==> config.mk <==
export PLATFORM = sky130hd
export DESIGN_NAME = div_24x12_seq_flat
export DESIGN_NICKNAME = d
export VERILOG_FILES = /design/src/rtl/div_24x12_seq_if.sv /design/src/rtl/div_24x12_seq.sv /design/src/flat_wrapper.sv
export SDC_FILE = /design/constraint.sdc
export NUM_CORES = 1
export LEC_CHECK = 0
export BUFFER_PORTS_ARGS = -buffer_cell sky130_fd_sc_hd__buf_2
export CAP_MARGIN = 20
export CORE_MARGIN = 3
export CORE_UTILIZATION = 37
export CTS_CLUSTER_DIAMETER = 200
export CTS_CLUSTER_SIZE = 8
export DETAILED_ROUTE_END_ITERATION = 7
export GPL_ROUTABILITY_DRIVEN = 0
export PLACE_DENSITY = 0.59
export SLEW_MARGIN = 10
export SYNTH_ARGS = -nofsm -noshare
export SYNTH_HDL_FRONTEND = slang
export SYNTH_SLANG_ARGS = --single-unit
==> constraint.sdc <==
create_clock -name clk -period 3.2 [get_ports clk]
set_clock_uncertainty 0.2 [all_clocks]
set_input_delay 0.32 -clock clk [delete_from_list [all_inputs] [get_ports clk]]
set_output_delay 0.32 -clock clk [all_outputs]
set_load 0.02 [all_outputs]
==> src/rtl/div_24x12_seq_if.sv <==
// Handshake and result bundle for the 24/12 sequential divider.
// The master side issues operands with a start pulse; the slave side
// (the divider) reports busy/done and holds the results.
interface div_if;
  logic        start;
  logic [23:0] dividend;
  logic [11:0] divisor;
  logic        busy;
  logic        done;
  logic [23:0] quotient;
  logic [11:0] remainder;
  logic        dbz;

  modport master (
    output start, dividend, divisor,
    input  busy, done, quotient, remainder, dbz
  );

  modport slave (
    input  start, dividend, divisor,
    output busy, done, quotient, remainder, dbz
  );
endinterface

==> src/rtl/div_24x12_seq.sv <==
// Sequential restoring divider: 24-bit unsigned dividend by 12-bit unsigned
// divisor, one quotient bit per clock, MSB first. A zero divisor skips the
// iteration and reports all-ones quotient with the dbz flag set.
module div_24x12_seq (
  input  logic   clk,
  input  logic   rst,
  div_if.slave   bus
);

  typedef enum logic [1:0] {
    IDLE = 2'd0,
    RUN  = 2'd1,
    DONE = 2'd2
  } state_t;

  state_t      state_reg;
  logic [4:0]  cnt_reg;
  // Dividend shifts out at the MSB while quotient bits shift in at the LSB,
  // so after 24 steps this register holds the full quotient.
  logic [23:0] work_reg;
  logic [11:0] dvs_reg;
  logic [11:0] rem_reg;
  logic [23:0] quo_reg;
  logic [11:0] rem_out_reg;
  logic        dbz_reg;
  logic        busy_reg;
  logic        done_reg;

  logic [12:0] partial;
  logic        fits;
  logic [11:0] rem_next;
  logic [23:0] work_next;

  // One restoring step: bring down the next dividend bit, subtract if it fits.
  // The partial remainder is below 2*divisor, so the difference fits 12 bits.
  always_comb begin
    partial   = {rem_reg, work_reg[23]};
    fits      = (partial >= {1'b0, dvs_reg});
    rem_next  = fits ? 12'(partial - {1'b0, dvs_reg}) : partial[11:0];
    work_next = {work_reg[22:0], fits};
  end

  // Control FSM, datapath iteration and registered result/status outputs.
  always_ff @(posedge clk or posedge rst) begin
    if (rst) begin
      state_reg   <= IDLE;
      cnt_reg     <= 5'd0;
      work_reg    <= 24'd0;
      dvs_reg     <= 12'd0;
      rem_reg     <= 12'd0;
      quo_reg     <= 24'd0;
      rem_out_reg <= 12'd0;
      dbz_reg     <= 1'b0;
      busy_reg    <= 1'b0;
      done_reg    <= 1'b0;
    end else begin
      case (state_reg)
        IDLE, DONE: begin
          busy_reg <= 1'b0;
          done_reg <= 1'b0;
          if (bus.start) begin
            work_reg <= bus.dividend;
            dvs_reg  <= bus.divisor;
            rem_reg  <= 12'd0;
            dbz_reg  <= 1'b0;
            if (bus.divisor != 12'd0) begin
              state_reg <= RUN;
              cnt_reg   <= 5'd23;
              busy_reg  <= 1'b1;
            end else begin
              // No iteration needed: results are defined directly.
              state_reg   <= DONE;
              done_reg    <= 1'b1;
              quo_reg     <= 24'hFFFFFF;
              rem_out_reg <= bus.dividend[11:0];
              dbz_reg     <= 1'b1;
            end
          end else begin
            state_reg <= IDLE;
          end
        end

        RUN: begin
          // start is deliberately not looked at here.
          work_reg <= work_next;
          rem_reg  <= rem_next;
          if (cnt_reg == 5'd0) begin
            state_reg   <= DONE;
            busy_reg    <= 1'b0;
            done_reg    <= 1'b1;
            quo_reg     <= work_next;
            rem_out_reg <= rem_next;
          end else begin
            cnt_reg <= cnt_reg - 5'd1;
          end
        end

        default: begin
          state_reg <= IDLE;
          busy_reg  <= 1'b0;
          done_reg  <= 1'b0;
        end
      endcase
    end
  end

  assign bus.busy      = busy_reg;
  assign bus.done      = done_reg;
  assign bus.quotient  = quo_reg;
  assign bus.remainder = rem_out_reg;
  assign bus.dbz       = dbz_reg;

endmodule
==> src/flat_wrapper.sv <==
// flat-port wrapper written by rule: the top's interface ports become plain ports
module div_24x12_seq_flat 
  (clk, rst, bus_start, bus_dividend, bus_divisor, bus_busy, bus_done, bus_quotient, bus_remainder, bus_dbz);
  div_if bus_i ();
  input  logic clk;
  input  logic rst;
  input wire logic [$bits(bus_i.start)-1:0] bus_start;
  input wire logic [$bits(bus_i.dividend)-1:0] bus_dividend;
  input wire logic [$bits(bus_i.divisor)-1:0] bus_divisor;
  output wire logic [$bits(bus_i.busy)-1:0] bus_busy;
  output wire logic [$bits(bus_i.done)-1:0] bus_done;
  output wire logic [$bits(bus_i.quotient)-1:0] bus_quotient;
  output wire logic [$bits(bus_i.remainder)-1:0] bus_remainder;
  output wire logic [$bits(bus_i.dbz)-1:0] bus_dbz;
  assign bus_i.start = bus_start;
  assign bus_i.dividend = bus_dividend;
  assign bus_i.divisor = bus_divisor;
  assign bus_busy = bus_i.busy;
  assign bus_done = bus_i.done;
  assign bus_quotient = bus_i.quotient;
  assign bus_remainder = bus_i.remainder;
  assign bus_dbz = bus_i.dbz;
  div_24x12_seq u_core (.clk(clk), .rst(rst), .bus(bus_i));
endmodule
==> run summary <==
CTS
-------------------------------------------------------------------------------------------------
Clock Sinks                                                                                    92
Root buffer cell                                                                     sky130_fd_sc_hd__clkbuf_16
TritonCTS clock tree                                                                         done
Clock transition at the registers of the reported paths                                   0.07 ns
Number of hold buffers added after cts                                                          9
Clock buffer count from CTS                                                                     9
Maximum clock insertion buffer count                                                            2
Post-CTS setup-driven buffer insertion count                                                    0
Clock Latency Late Sink                                                                   0.34 ns
CTS HTree Levels                                                                                3
Post-cts resize count                                                                           0

SETUP PATH
-------------------------------------------------------------------------------------------------
Required time of the critical path                                                        3.20 ns
Critical Path Sink Type                                                                      flop
Cell-by-cell listing of the critical path                                            ha_1 -> nand3_1 -> o31ai_1 -> a211o_2 -> a31o_1 -> buf_4 -> mux2i_1 -> o211ai_1
Arrival @ worst endpoint                                                                  2.70 ns
Slack of the worst reg-to-reg path                                                        0.50 ns
Crit Path Max Fanout                                                                           18
Master of the slowest instance on the critical path                                  sky130_fd_sc_hd__ha_1
Max incr delay on CP                                                                      0.41 ns
Crit Path Category                                                                   flop to flop
Reg-to-Reg End                                                                       u_core.bus.remainder[3]
Reg-to-reg critical path startpoint                                                  u_core.rem_reg[2]
Kind of launch point of the worst setup path                                                 flop
Family of cells with the greatest summed delay on the critical path                  compound AO/OA/AOI/OAI gates
Crit path buf inv count                                                                         1
Number of cells on the worst reg-to-reg path                                                    8

ROUTE
-------------------------------------------------------------------------------------------------
First-pass iteration count of the detailed router                                               4
Total via count after detailed routing                                                       3732
Number of vias per cell                                                                      5.22
Post-DRT Antenna Nets                                                                           0
Routed wirelength normalized by instance count                                            15.5 um
Overall routed net length                                                                11100 um
Count of unresolved DRC violations after routing                                                0
Number of DRC violations after detailed-routing iteration 0                                   204

TIMING
-------------------------------------------------------------------------------------------------
Hold violation count in the final report                                                        0
FMAX                                                                                    0.371 GHz
Max-slew violation count                                                                        0
Period utilization                                                                          0.843
Transition time at the pin with the least slew margin                                    0.703 ns
Final count of negative-setup-slack endpoints                                                   0
Worst slew slack as a fraction of its limit                                                 0.530
RSZ-0062 raised after global routing                                                        false
Final setup TNS                                                                              0 ns
Final critical path time including I/O delays and setup                                   2.70 ns

YOSYS
-------------------------------------------------------------------------------------------------
Synthesized cell area                                                                  4430 sq um
Warnings, synthesis                                                                             0
Number of distinct library cell variants in the gate-level netlist after synthesis             45
Synthesized net count                                                                         543
Syn_area_per_cell                                                                      9.05 sq um
Yosys reg bits                                                                                 92
Sequential fraction of the synthesis area                                                   0.520
Cells after Synth                                                                             489

FINAL LAYOUT
-------------------------------------------------------------------------------------------------
Utilization after layout                                                                    0.466
Summed area of non-filler cells in the final layout                                    5390 sq um
Share of cells above drive strength 1                                                       0.198
Fill count                                                                                   1149
Antenna cells                                                                                   0
Layout overhead on the synthesized area                                                     21.8%
Commonest cells after routing, fill and taps aside                                   sky130_fd_sc_hd__nand2_1 (115), sky130_fd_sc_hd__dfrtp_1 (92), sky130_fd_sc_hd__buf_2 (77)
NumNets Final                                                                                 621
Most common cell after layout, fill and taps aside                                   sky130_fd_sc_hd__nand2_1

PLACED DESIGN
-------------------------------------------------------------------------------------------------
Detailed-placement wirelength estimate                                                    7860 um
Total placed instance area                                                             4940 sq um
Total of buffers placed on input and output ports                                              77

POWER
-------------------------------------------------------------------------------------------------
Areal power density over the cells                                                   1260 nW/um^2
Total power                                                                               6.80 mW
Peak supply drop                                                                           361 uV
Standby leakage power                                                                     2.49 nW

MIN PATH
-------------------------------------------------------------------------------------------------
Hold depth                                                                                      3
Classification of the worst-slack hold path                                          primary input to flop
Hold Crit Endpoint                                                                   u_core.dvs_reg[6]
Hold path startpoint                                                                 bus_divisor[6]

GLOBAL ROUTING
-------------------------------------------------------------------------------------------------
Global-route congestion overflow total                                                          0
Total routing resource utilization after global routing                                     0.176
Via count of the first global-routing pass                                                   3628
Maximum number of pins on one net before global-route repair                                   62
Number of antenna violations at the first check in global routing                               0
First-pass GRT wire length                                                               18400 um

FLOORPLAN
-------------------------------------------------------------------------------------------------
Initial core utilization                                                                    0.383
Site Rows                                                                                      39
Die outline area                                                                      13300 sq um
Die X                                                                                      115 um
Total I/O pin count                                                                            78
Floorplan die height                                                                       115 um
Placeable core region                                                                 11600 sq um

OUTCOME
-------------------------------------------------------------------------------------------------
Status                                                                                  completed

FLOW RUN
-------------------------------------------------------------------------------------------------
Max Cap Violations                                                                              0

==> cells in the mapped netlist <==
master                     number  area, sq um
sky130_fd_sc_hd__o21ai_0       47          235
sky130_fd_sc_hd__a211oi_2       1         12.5
sky130_fd_sc_hd__a31o_2         1         8.76
sky130_fd_sc_hd__fa_1           1         20.0
sky130_fd_sc_hd__nor3_1         5         25.0
sky130_fd_sc_hd__nand4_1        3         18.8
sky130_fd_sc_hd__nand3_1        9         45.0
sky130_fd_sc_hd__nor4b_1        1         8.76
sky130_fd_sc_hd__ha_1          14          175
sky130_fd_sc_hd__nand2b_1       3         18.8
sky130_fd_sc_hd__o211ai_2       2         25.0
sky130_fd_sc_hd__nor4_1         3         18.8
sky130_fd_sc_hd__nand2_1      115          432
sky130_fd_sc_hd__a31o_1         1         8.76
sky130_fd_sc_hd__inv_1         19         71.3
sky130_fd_sc_hd__a21oi_1       16         80.1
sky130_fd_sc_hd__nor2_1        42          158
sky130_fd_sc_hd__nor2b_1        4         25.0
sky130_fd_sc_hd__o211ai_1       7         52.6
sky130_fd_sc_hd__buf_8          1         15.0
sky130_fd_sc_hd__buf_2          5         25.0
sky130_fd_sc_hd__o31ai_1        2         15.0
sky130_fd_sc_hd__a21oi_2        3         26.3
sky130_fd_sc_hd__o22ai_1        3         18.8
sky130_fd_sc_hd__o21ai_1        6         30.0
sky130_fd_sc_hd__dfrtp_1       92         2300
sky130_fd_sc_hd__o21bai_1       1         7.51
sky130_fd_sc_hd__nor3b_1        1         7.51
sky130_fd_sc_hd__clkbuf_1      20         75.1
sky130_fd_sc_hd__o221ai_1       1         8.76
sky130_fd_sc_hd__a211oi_1       1         7.51
sky130_fd_sc_hd__xor2_1         6         52.6
sky130_fd_sc_hd__a211o_2        1         10.0
sky130_fd_sc_hd__a221oi_1       1         8.76
sky130_fd_sc_hd__mux2i_1        5         50.1
sky130_fd_sc_hd__nand3b_1       1         7.51
sky130_fd_sc_hd__xnor2_1        4         35.0
sky130_fd_sc_hd__buf_6          1         11.3
sky130_fd_sc_hd__o21a_1         4         30.0
sky130_fd_sc_hd__a32o_1         1         10.0
sky130_fd_sc_hd__inv_2          1         3.75
sky130_fd_sc_hd__a31oi_1       25          156
sky130_fd_sc_hd__a21o_1         3         22.5
sky130_fd_sc_hd__o22a_1         5         43.8
sky130_fd_sc_hd__and2_1         1         6.26
==> stage by stage <==
stage	hold slack (ns)	std cells	setup WS, ns
floorplan	0.225	489	0.288
global placement	0.190	689	0.577
detailed placement	0.198	689	0.555
CTS	0.00255	714	0.526
global route	0.0265	715	0.336
finish	0.0123	715	0.503
==> power by group <==
part / switching, mW / internal, mW / total (mW)
logic: 2.25 / 1.28 / 3.54
registers: 0.313 / 1.71 / 2.03
clock network: 0.462 / 0.769 / 1.23
total: 3.03 / 3.77 / 6.80
==> per-layer routing <==
metal	vias up	global-route usage	part of all wire
li1	1843	-	-
met1	1788	0.259	0.49
met2	86	0.260	0.44
met3	15	0.0279	0.048
met4	0	0.0696	0.017
met5	-	0	0
==> worst min-delay path: cells and delay by family <==
kind | cells | cell delay, ns
buf+inv | 1 | 0.09
simple gates | 1 | 0.05
compound gates | 1 | 0.06
==> cell families after synthesis <==
logic type      after synthesis  share of synthesized area
compound gates              132                      0.185
xor+xnor                     10                     0.0198
simple gates                188                      0.174
mux                           5                     0.0113
fa+ha+maj                    15                     0.0441
buf+inv                      47                     0.0455
flops                        92                      0.520
==> area by class of cell <==
cell class	instances	area (sq um)	area share
clock inverters	7	121	0.0225
flip-flops and latches	92	2300	0.427
clock buffers	9	225	0.0418
well taps	143	179	0.0332
multi-input cells	350	1930	0.358
repair buffers	94	556	0.103
inverters	20	76.3	0.0142
==> worst max path at each step <==
stage / from / end / slack, ns / depth (start not counted)
6_report: u_core.rem_reg[2] / u_core.bus.remainder[3] / 0.50 / 8
5_1_grt: u_core.rem_reg[2] / u_core.bus.remainder[10] / 0.34 / 8
4_1_cts: u_core.rem_reg[2] / u_core.bus.remainder[10] / 0.53 / 8
3_5_place_dp: u_core.rem_reg[2] / u_core.bus.remainder[10] / 0.56 / 8
3_3_place_gp: u_core.rem_reg[2] / u_core.bus.remainder[3] / 0.58 / 8
2_1_floorplan: rst / u_core.bus.dbz / 0.29 / 1
Note: power is estimated with default switching activity, not from simulation.
